**config.mk**
```make
export PLATFORM = sky130hd
export DESIGN_NAME = bus_arbiter
export DESIGN_NICKNAME = d
export VERILOG_FILES = /design/src/rtl/bus_arbiter.sv
export SDC_FILE = /design/constraint.sdc
export NUM_CORES = 1
export LEC_CHECK = 0
export ABC_CLOCK_PERIOD_IN_PS = 2400
export BUFFER_PORTS_ARGS = -buffer_cell sky130_fd_sc_hd__buf_2
export CAP_MARGIN = 0
export CORE_ASPECT_RATIO = 2
export CORE_UTILIZATION = 46
export CTS_BUF_LIST = sky130_fd_sc_hd__clkbuf_16
export CTS_CLUSTER_DIAMETER = 80
export DETAILED_ROUTE_END_ITERATION = 8
export GPL_TIMING_DRIVEN = 0
export PLACE_DENSITY_LB_ADDON = 0.3
export SETUP_SLACK_MARGIN = 0.02
export SLEW_MARGIN = 10
export SYNTH_ARGS = -nofsm -noshare
export SYNTH_HDL_FRONTEND = slang
export SYNTH_SLANG_ARGS = --single-unit
export TNS_END_PERCENT = 100
```
**constraint.sdc**
```tcl
create_clock -name clk -period 2.4 [get_ports clk]
set_input_delay 0.48 -clock clk [delete_from_list [all_inputs] [get_ports clk]]
set_output_delay 0.48 -clock clk [all_outputs]
set_load 0.02 [all_outputs]
```
**src/rtl/bus_arbiter.sv**
```systemverilog
// -----------------------------------------------------------------------------
// bus_arbiter
//
// Two-master / single-slave bus arbiter. Port 0 is the CPU, port 1 the
// DMA/loader. Read and write transactions are serialised one at a time and
// ties are broken round-robin. Every slave-side strobe and every master-side
// response is driven straight from a flop. Each read is owned until the slave
// answers or a timeout expires, so a slave that never raises s_rd_valid cannot
// hang the bus. A timeout completes the read with zero data and raises a
// sticky error.
//
// Parameters
//   W        write data width
//   AW       address width
//   TIMEOUT  cycles to wait for s_rd_valid (1..255)
//
// Ports
//   clk, rst_n               clock (rising edge), async active-low reset
//   mN_ren / mN_wen          read / write request, held until completion
//   mN_addr/wdata/wmask      request address, write data, byte mask
//   mN_rd_valid / mN_wack    one-cycle read completion / write acceptance
//   m_rdata                  shared read data, meaningful with mN_rd_valid
//   s_ren / s_wen            one-cycle slave strobes
//   s_addr/s_wdata/s_wmask   slave address, write data, byte mask
//   s_rdata / s_rd_valid     slave read data and its valid
//   err / err_addr           sticky read-timeout flag, first timed-out address
//   err_clr                  clears err and err_addr
// -----------------------------------------------------------------------------
module bus_arbiter #(
    parameter int W       = 16,
    parameter int AW      = 16,
    parameter int TIMEOUT = 15
) (
    input  logic          clk,
    input  logic          rst_n,
    input  logic          m0_ren,
    input  logic          m0_wen,
    input  logic [AW-1:0] m0_addr,
    input  logic [W-1:0]  m0_wdata,
    input  logic [3:0]    m0_wmask,
    input  logic          m1_ren,
    input  logic          m1_wen,
    input  logic [AW-1:0] m1_addr,
    input  logic [W-1:0]  m1_wdata,
    input  logic [3:0]    m1_wmask,
    output logic          m0_rd_valid,
    output logic          m1_rd_valid,
    output logic          m0_wack,
    output logic          m1_wack,
    output logic [31:0]   m_rdata,
    output logic          s_ren,
    output logic          s_wen,
    output logic [AW-1:0] s_addr,
    output logic [W-1:0]  s_wdata,
    output logic [3:0]    s_wmask,
    input  logic [31:0]   s_rdata,
    input  logic          s_rd_valid,
    output logic          err,
    output logic [AW-1:0] err_addr,
    input  logic          err_clr
);

    typedef enum logic [1:0] {
        IDLE = 2'd0,
        WR   = 2'd1,
        RD   = 2'd2,
        RESP = 2'd3
    } state_t;

    localparam logic [7:0] TIMEOUT_C = 8'(TIMEOUT);

    state_t          state_q,       state_d;
    logic            owner_q,       owner_d;
    logic            last_owner_q,  last_owner_d;
    logic [7:0]      cnt_q,         cnt_d;
    logic [AW-1:0]   s_addr_q,      s_addr_d;
    logic [W-1:0]    s_wdata_q,     s_wdata_d;
    logic [3:0]      s_wmask_q,     s_wmask_d;
    logic            s_ren_q,       s_ren_d;
    logic            s_wen_q,       s_wen_d;
    logic            m0_wack_q,     m0_wack_d;
    logic            m1_wack_q,     m1_wack_d;
    logic            m0_rd_valid_q, m0_rd_valid_d;
    logic            m1_rd_valid_q, m1_rd_valid_d;
    logic [31:0]     m_rdata_q,     m_rdata_d;
    logic            err_q,         err_d;
    logic [AW-1:0]   err_addr_q,    err_addr_d;

    logic            req0_s;
    logic            req1_s;
    logic            any_req_s;
    logic            gnt_s;
    logic            gnt_wen_s;
    logic [AW-1:0]   gnt_addr_s;
    logic [W-1:0]    gnt_wdata_s;
    logic [3:0]      gnt_wmask_s;
    logic            timeout_s;

    assign req0_s    = m0_ren | m0_wen;
    assign req1_s    = m1_ren | m1_wen;
    assign any_req_s = req0_s | req1_s;

    // Round-robin pick: on a tie the master that did not own the bus last wins.
    always_comb begin
        gnt_s = 1'b0;
        if (req0_s && req1_s) begin
            gnt_s = ~last_owner_q;
        end else if (req0_s) begin
            gnt_s = 1'b0;
        end else begin
            gnt_s = 1'b1;
        end
    end

    // Request fields of the master selected by the round-robin pick.
    always_comb begin
        gnt_wen_s   = 1'b0;
        gnt_addr_s  = '0;
        gnt_wdata_s = '0;
        gnt_wmask_s = 4'b0000;
        if (gnt_s) begin
            gnt_wen_s   = m1_wen;
            gnt_addr_s  = m1_addr;
            gnt_wdata_s = m1_wdata;
            gnt_wmask_s = m1_wmask;
        end else begin
            gnt_wen_s   = m0_wen;
            gnt_addr_s  = m0_addr;
            gnt_wdata_s = m0_wdata;
            gnt_wmask_s = m0_wmask;
        end
    end

    // Next-state and next-output logic; pulses default low, data holds.
    always_comb begin
        state_d       = state_q;
        owner_d       = owner_q;
        last_owner_d  = last_owner_q;
        cnt_d         = cnt_q;
        s_addr_d      = s_addr_q;
        s_wdata_d     = s_wdata_q;
        s_wmask_d     = s_wmask_q;
        s_ren_d       = 1'b0;
        s_wen_d       = 1'b0;
        m0_wack_d     = 1'b0;
        m1_wack_d     = 1'b0;
        m0_rd_valid_d = 1'b0;
        m1_rd_valid_d = 1'b0;
        m_rdata_d     = m_rdata_q;
        err_d         = err_q;
        err_addr_d    = err_addr_q;
        timeout_s     = 1'b0;

        case (state_q)
            IDLE: begin
                if (any_req_s) begin
                    owner_d      = gnt_s;
                    last_owner_d = gnt_s;
                    s_addr_d     = gnt_addr_s;
                    s_wdata_d    = gnt_wdata_s;
                    s_wmask_d    = gnt_wmask_s;
                    // A write takes precedence over a simultaneous read.
                    if (gnt_wen_s) begin
                        state_d   = WR;
                        s_wen_d   = 1'b1;
                        m0_wack_d = ~gnt_s;
                        m1_wack_d = gnt_s;
                    end else begin
                        state_d = RD;
                        s_ren_d = 1'b1;
                        cnt_d   = 8'd1;
                    end
                end else begin
                    state_d = IDLE;
                end
            end
            WR: begin
                state_d = IDLE;
            end
            RD: begin
                // Data arriving in the timeout cycle still counts as a hit.
                if (s_rd_valid) begin
                    state_d       = RESP;
                    m_rdata_d     = s_rdata;
                    m0_rd_valid_d = ~owner_q;
                    m1_rd_valid_d = owner_q;
                end else if (cnt_q >= TIMEOUT_C) begin
                    state_d       = RESP;
                    m_rdata_d     = 32'h0000_0000;
                    m0_rd_valid_d = ~owner_q;
                    m1_rd_valid_d = owner_q;
                    timeout_s     = 1'b1;
                end else begin
                    cnt_d = cnt_q + 8'd1;
                end
            end
            RESP: begin
                state_d = IDLE;
                cnt_d   = 8'd0;
            end
            default: begin
                state_d = IDLE;
                cnt_d   = 8'd0;
            end
        endcase

        // Clearing wins over a timeout landing in the same cycle; only the
        // first timeout since the last clear records its address.
        if (err_clr) begin
            err_d      = 1'b0;
            err_addr_d = '0;
        end else if (timeout_s) begin
            err_d = 1'b1;
            if (!err_q) begin
                err_addr_d = s_addr_q;
            end else begin
                err_addr_d = err_addr_q;
            end
        end else begin
            err_d      = err_q;
            err_addr_d = err_addr_q;
        end
    end

    // State and output registers; reset drops any in-flight read silently.
    always_ff @(posedge clk or negedge rst_n) begin
        if (!rst_n) begin
            state_q       <= IDLE;
            owner_q       <= 1'b0;
            last_owner_q  <= 1'b1;
            cnt_q         <= 8'd0;
            s_addr_q      <= '0;
            s_wdata_q     <= '0;
            s_wmask_q     <= 4'b0000;
            s_ren_q       <= 1'b0;
            s_wen_q       <= 1'b0;
            m0_wack_q     <= 1'b0;
            m1_wack_q     <= 1'b0;
            m0_rd_valid_q <= 1'b0;
            m1_rd_valid_q <= 1'b0;
            m_rdata_q     <= 32'h0000_0000;
            err_q         <= 1'b0;
            err_addr_q    <= '0;
        end else begin
            state_q       <= state_d;
            owner_q       <= owner_d;
            last_owner_q  <= last_owner_d;
            cnt_q         <= cnt_d;
            s_addr_q      <= s_addr_d;
            s_wdata_q     <= s_wdata_d;
            s_wmask_q     <= s_wmask_d;
            s_ren_q       <= s_ren_d;
            s_wen_q       <= s_wen_d;
            m0_wack_q     <= m0_wack_d;
            m1_wack_q     <= m1_wack_d;
            m0_rd_valid_q <= m0_rd_valid_d;
            m1_rd_valid_q <= m1_rd_valid_d;
            m_rdata_q     <= m_rdata_d;
            err_q         <= err_d;
            err_addr_q    <= err_addr_d;
        end
    end

    assign s_ren       = s_ren_q;
    assign s_wen       = s_wen_q;
    assign s_addr      = s_addr_q;
    assign s_wdata     = s_wdata_q;
    assign s_wmask     = s_wmask_q;
    assign m0_wack     = m0_wack_q;
    assign m1_wack     = m1_wack_q;
    assign m0_rd_valid = m0_rd_valid_q;
    assign m1_rd_valid = m1_rd_valid_q;
    assign m_rdata     = m_rdata_q;
    assign err         = err_q;
    assign err_addr    = err_addr_q;

endmodule

```
Word level (Yosys, flattened, before mapping)
Index checks and enable logic that the tools add are counted.

operators by class
  add/sub/neg operators = 1
  eq/ne operators = 9
  mux-type cells = 44
  bitwise logic cells = 6
  magnitude comparators = 1
  reduce and logical (&&, ||, !) cells = 10

operator list
  operator               count
  $mux W16               5
  $mux W32               2
  $mux W8                4
  $mux W1                26
  $pmux W8 S3            1
  $ne A2 B2 Y1 const B   5
  $add A8 B1 Y8 const B  1
  $ge A8 B4 Y1 const B   1
  $mux W2                4
  $pmux W2 S3            1
  $reduce_and A2 Y1      3
  $reduce_and A5 Y1      1
  $eq A2 B2 Y1 const B   2
  $mux W4                1
  $reduce_bool A2 Y1     2
  $ne A3 B3 Y1 const B   1
  $not A1 Y1             3
  $or A1 B1 Y1           3
  $reduce_bool A3 Y1     1
  $eq A2 B1 Y1 const B   1
  $logic_not A2 Y1       1
  $reduce_or A2 Y1       1
  $logic_and A1 B1 Y1    1

storage, ports and cells
  output and inout port bits = 91
  logic and storage cells = 87
  flip-flop bits (word level) = 103
  input bits = 112

Longest topological paths before layout
  depth after elaboration = 7
  gate-level depth with buffers = 7

Least setup slack after synthesis
No wires, ideal clock.

  path kind = flip-flop to flip-flop
  start = register state_q[0]
  end = register cnt_q[0]
  data arrival time = 1556 ps
  buffers on the path = 1
  library setup time = 121 ps
  cell stages (with the launch flop) = 8
  slack = 724 ps
  required time = 2279 ps
  cell sequence = dfrtp_1 > inv_1 > ha_1 > and2b_1 > and3_1 > buf_2 > o221ai_1 > a22o_1

on the way
  longest elaborated chain between the ends = 3
  elaborated cells on any way between the ends = 10

RTL lines
  element                                                              line  RTL
  start: declaration                                                   72    state_t state_q, state_d;
  start signal: assignment                                             245   state_q <= state_d;
  $eq A2 B2 Y1 / $logic_not A2 Y1 (equally long branches)              154   case (state_q)
  $ne A2 B2 Y1 (no line) / $reduce_bool A3 Y1 (equally long branches)  n/a
  $reduce_and A5 Y1 (no line)                                          n/a
  end signal: assignment                                               248   cnt_q <= cnt_d;
  end: declaration                                                     75    logic [7:0] cnt_q, cnt_d;

Several ways; a longest one is shown, not always the timed one.
A chain may end at the register's enable or synchronous reset.

Final worst setup path
Ends and elaborated chain as after synthesis.

==> results by group <==
Worst setup path
  • Worst Path Buf+Inv: 2
  • Crit Path Category: register to register
  • Flop2flop setup slack: 500 ps
  • Worst r2r src: state_q[0]
  • Startpoint Class: register
  • Cells along the critical path: inv_1, ha_1, and2b_1, and3_1, buf_2, o221ai_1, a22o_1
  • Slowest-stage cell, CP: dfrtp_1
  • CP Capture Type: register
  • Worst-path fanout max: 7
  • Critical path arrival: between 2000 and 2500 ps
  • Crit. path cell count: 7
  • CP delay by family, top: simple AND/OR/NAND/NOR gates
  • Critical Path Max Stage Delay: ~380 ps
  • Reg2reg end: cnt_q[0]
  • WP data required: 2620 ps
  • Worst r2r path cells: 7

Logic synthesis
  • Mapped Cells: 353
  • Ys Warns: 0
  • Post-synth top cells: 102 x dfrtp_1, 49 x a22o_1, 39 x nand2_1
  • Synthesized area: around 4300 sq um
  • Net Count, Synth: approximately 470
  • Number of synthesized flops with an enable pin: 0
  • Post-synth top flop: dfrtp_1
  • Count leader, synth: dfrtp_1
  • Syn_area_per_cell: approximately 12 sq um
  • Synth area leader: dfrtp_1
  • Largest cells by area after synthesis: dfrtp_1 59%, a22o_1 9.9%, mux2i_1 8.4%
  • Seq/Total Area, Yosys: 0.598
  • Yosys top cell area share: 0.591
  • Ys async rst share: 1.00
  • #FFs+latches synth: 103
  • Cell variety after synth: 44

Clock tree
  • Setup Buffers After CTS: 0
  • Clock Sinks: ~100
  • CTS buffer count: 9
  • Post_cts resized: 0
  • Deepest clock path buffer count: 2
  • Hold bufs inserted after CTS: 0
  • Clock-pin transition on the worst setup and hold timing paths: around 70 ps
  • Clk root buf: clkbuf_16
  • Clk Latency, worst-skew pair: between 300 and 400 ps
  • CTS tree: done
  • H-tree depth: 3

Power and ir drop
  • Clk pwr share: 0.184
  • Total power: roughly 7.3 mW
  • Switching pwr: 2.97 mW
  • Pwr dens: between 1000 and 1500 nW/um^2
  • Max VDD drop: ~680 uV
  • Flop pwr share: 0.378
  • Comb pwr share: 0.438
  • Leak Pwr: 3.13 nW
  • P_int: 4.32 mW
  • Sw Share: 0.407

Placement
  • Setup WS pre-CTS: around 440 ps
  • Dpl hpwl: 8270 microns
  • Port Buffers: 202
  • Post-Place Cell Area: around 5500 sq um
  • Post-Place Cells: approximately 660
  • Final RePlAce weighted congestion: just under 0.8

Cells and area
  • Final #Nets: around 680
  • Filler cell count in the final layout: 725
  • Post-Layout Cell Count: 674
  • Final Util: 0.634
  • Finished Cell Area: between 5000 and 6000 sq um
  • Layout cells sized above 1: 0.428
  • Layout area overhead: 33.4%
  • N_diodes: 0

STA
  • Post-route setup slack: approximately 500 ps
  • Slew Viols, Final: 0
  • Fmax: roughly 530 MHz
  • RSZ-0062 raised after global routing: false
  • Endpoints failing hold: 0
  • Worst-margin pin slew: 502 ps
  • Fin crit share: 0.793
  • Layout Skew: 9.63 ps
  • Max-slew headroom: 0.664
  • Setup violations, final: 0
  • Fin crit period: between 1500 and 2000 ps

Global route
  • Total GRT Usage: 0.234
  • First-pass GRT wire length: 18,000 microns
  • Initial antenna violation count: 0
  • Largest net degree at the start of global routing: between 60 and 70
  • Total gr overflow: 0
  • Vias in the first global route: about 3,800

Floorplanning
  • Die height: about 140 microns
  • Num rows: 49
  • Die width: between 70 and 80 microns
  • Initial core utilization: 0.476
  • Die area: between 9000 and 10,000 sq um
  • Core region area: between 9000 and 10,000 sq um
  • IO Count: 203

Route
  • Routed wire per std cell: ~16 microns
  • Highest metal used: met4
  • Total routed wirelength: approximately 11,000 microns
  • Met2 WL: between 5000 and 6000 microns
  • Detail Route Antenna Nets: 0
  • Via/cell ratio: ~5.4
  • Metal3 WL: slightly above 600 microns
  • Drt pass-1 iters: 7
  • WL met1: 4100 microns
  • Remaining DRCs: 30
  • Iteration-0 DRC Markers: 219
  • Via Count: about 3,600

Hold path
  • Hold Path Class: primary input to async pin

Run status
  • Outcome: finished with violations
  • Failing checks: design-rule violations

Job
  • Max-cap viol count: 0
[worst max-delay path by stage]
stage,slack [ps],end,from
detailed placement,440,s_wdata[8],m0_wen
floorplan,720,cnt_q[0],state_q[0]
global placement,-230,s_addr[1],rst_n
global route,370,cnt_q[0],state_q[0]
CTS,480,cnt_q[0],state_q[0]
finish,500,cnt_q[0],state_q[0]
[per-stage QoR]
| stage | hold WS (ps) | TNS, ps |
|---|---|---|
| detailed placement | 410 | 0 |
| finish | 96.3 | 0 |
| global route | 125 | 0 |
| CTS | 108 | 0 |
| global placement | 410 | -22030 |
| floorplan | 184 | 0 |
[power by group through the flow]
stage	sequential (mW)	clock, mW	combinational, mW
after floorplan	3.47	0	1.39
after global placement	2.75	0	3.14
after detailed placement	2.78	0	3.21
after CTS	2.76	1.38	3.23
after global routing	2.84	1.46	3.48
final	2.76	1.34	3.19
[flip-flops by register name, summed over array words and instances (netlist names)]
| register | flops |
|---|---|
| m0_rd_valid | 1 |
| s_ren | 1 |
| state_q | 2 |
| s_addr | 16 |
| s_wen | 1 |
| m1_rd_valid | 1 |
| m0_wack | 1 |
| m1_wack | 1 |
| last_owner_q | 1 |
| err | 1 |
| owner_q | 1 |
| cnt_q | 8 |
| err_addr | 16 |
| s_wdata | 16 |
| s_wmask | 4 |
| m_rdata | 32 |
[per-layer routing]
metal,up-vias,global-route usage
met5,-,0
met4,0,0.0924
met3,18,0.0451
met2,151,0.427
met1,1749,0.262
li1,1711,-
[cell usage in the layout (no fill, tap or decap), types with 3 or more instances in the layout]
cell / netlist / final
ha_1: 4 / 4
o211ai_1: 3 / 3
nor2_1: 7 / 7
a21boi_0: 3 / 3
a22o_1: 49 / 49
inv_1: 7 / 8
nand2_1: 39 / 39
clkbuf_16: 0 / 9
inv_6: 0 / 3
nor2b_1: 4 / 4
dfrtp_1: 102 / 102
buf_4: 2 / 3
buf_2: 13 / 214
nand3_1: 3 / 3
o21ai_0: 35 / 35
mux2i_1: 36 / 36
clkbuf_1: 6 / 6
nand2b_1: 3 / 3
a21oi_1: 4 / 4
[area by class of cell]
type	instances	area, sq um	share of cell area
Tap cell	102	128	0.0222
Multi-Input combinational cell	220	1590	0.275
Buffer	23	125	0.0217
Timing Repair Buffer	203	1040	0.181
Sequential cell	103	2580	0.448
Clock buffer	9	225	0.0391
Inverter	7	26.3	0.00457
Clock inverter	7	46.3	0.00804
[logic make-up after synthesis]
| kind of cell | count (synthesis) | synth area share |
|---|---|---|
| AO/OA/AOI/OAI | 113 | 0.196 |
| adder cells (fa/ha/maj) | 4 | 0.0116 |
| buffers and inverters | 30 | 0.0351 |
| flip-flops | 103 | 0.598 |
| multiplexers | 37 | 0.0861 |
| AND/OR/NAND/NOR | 66 | 0.0734 |
No activity file was read; power rests on OpenSTA's default activity.
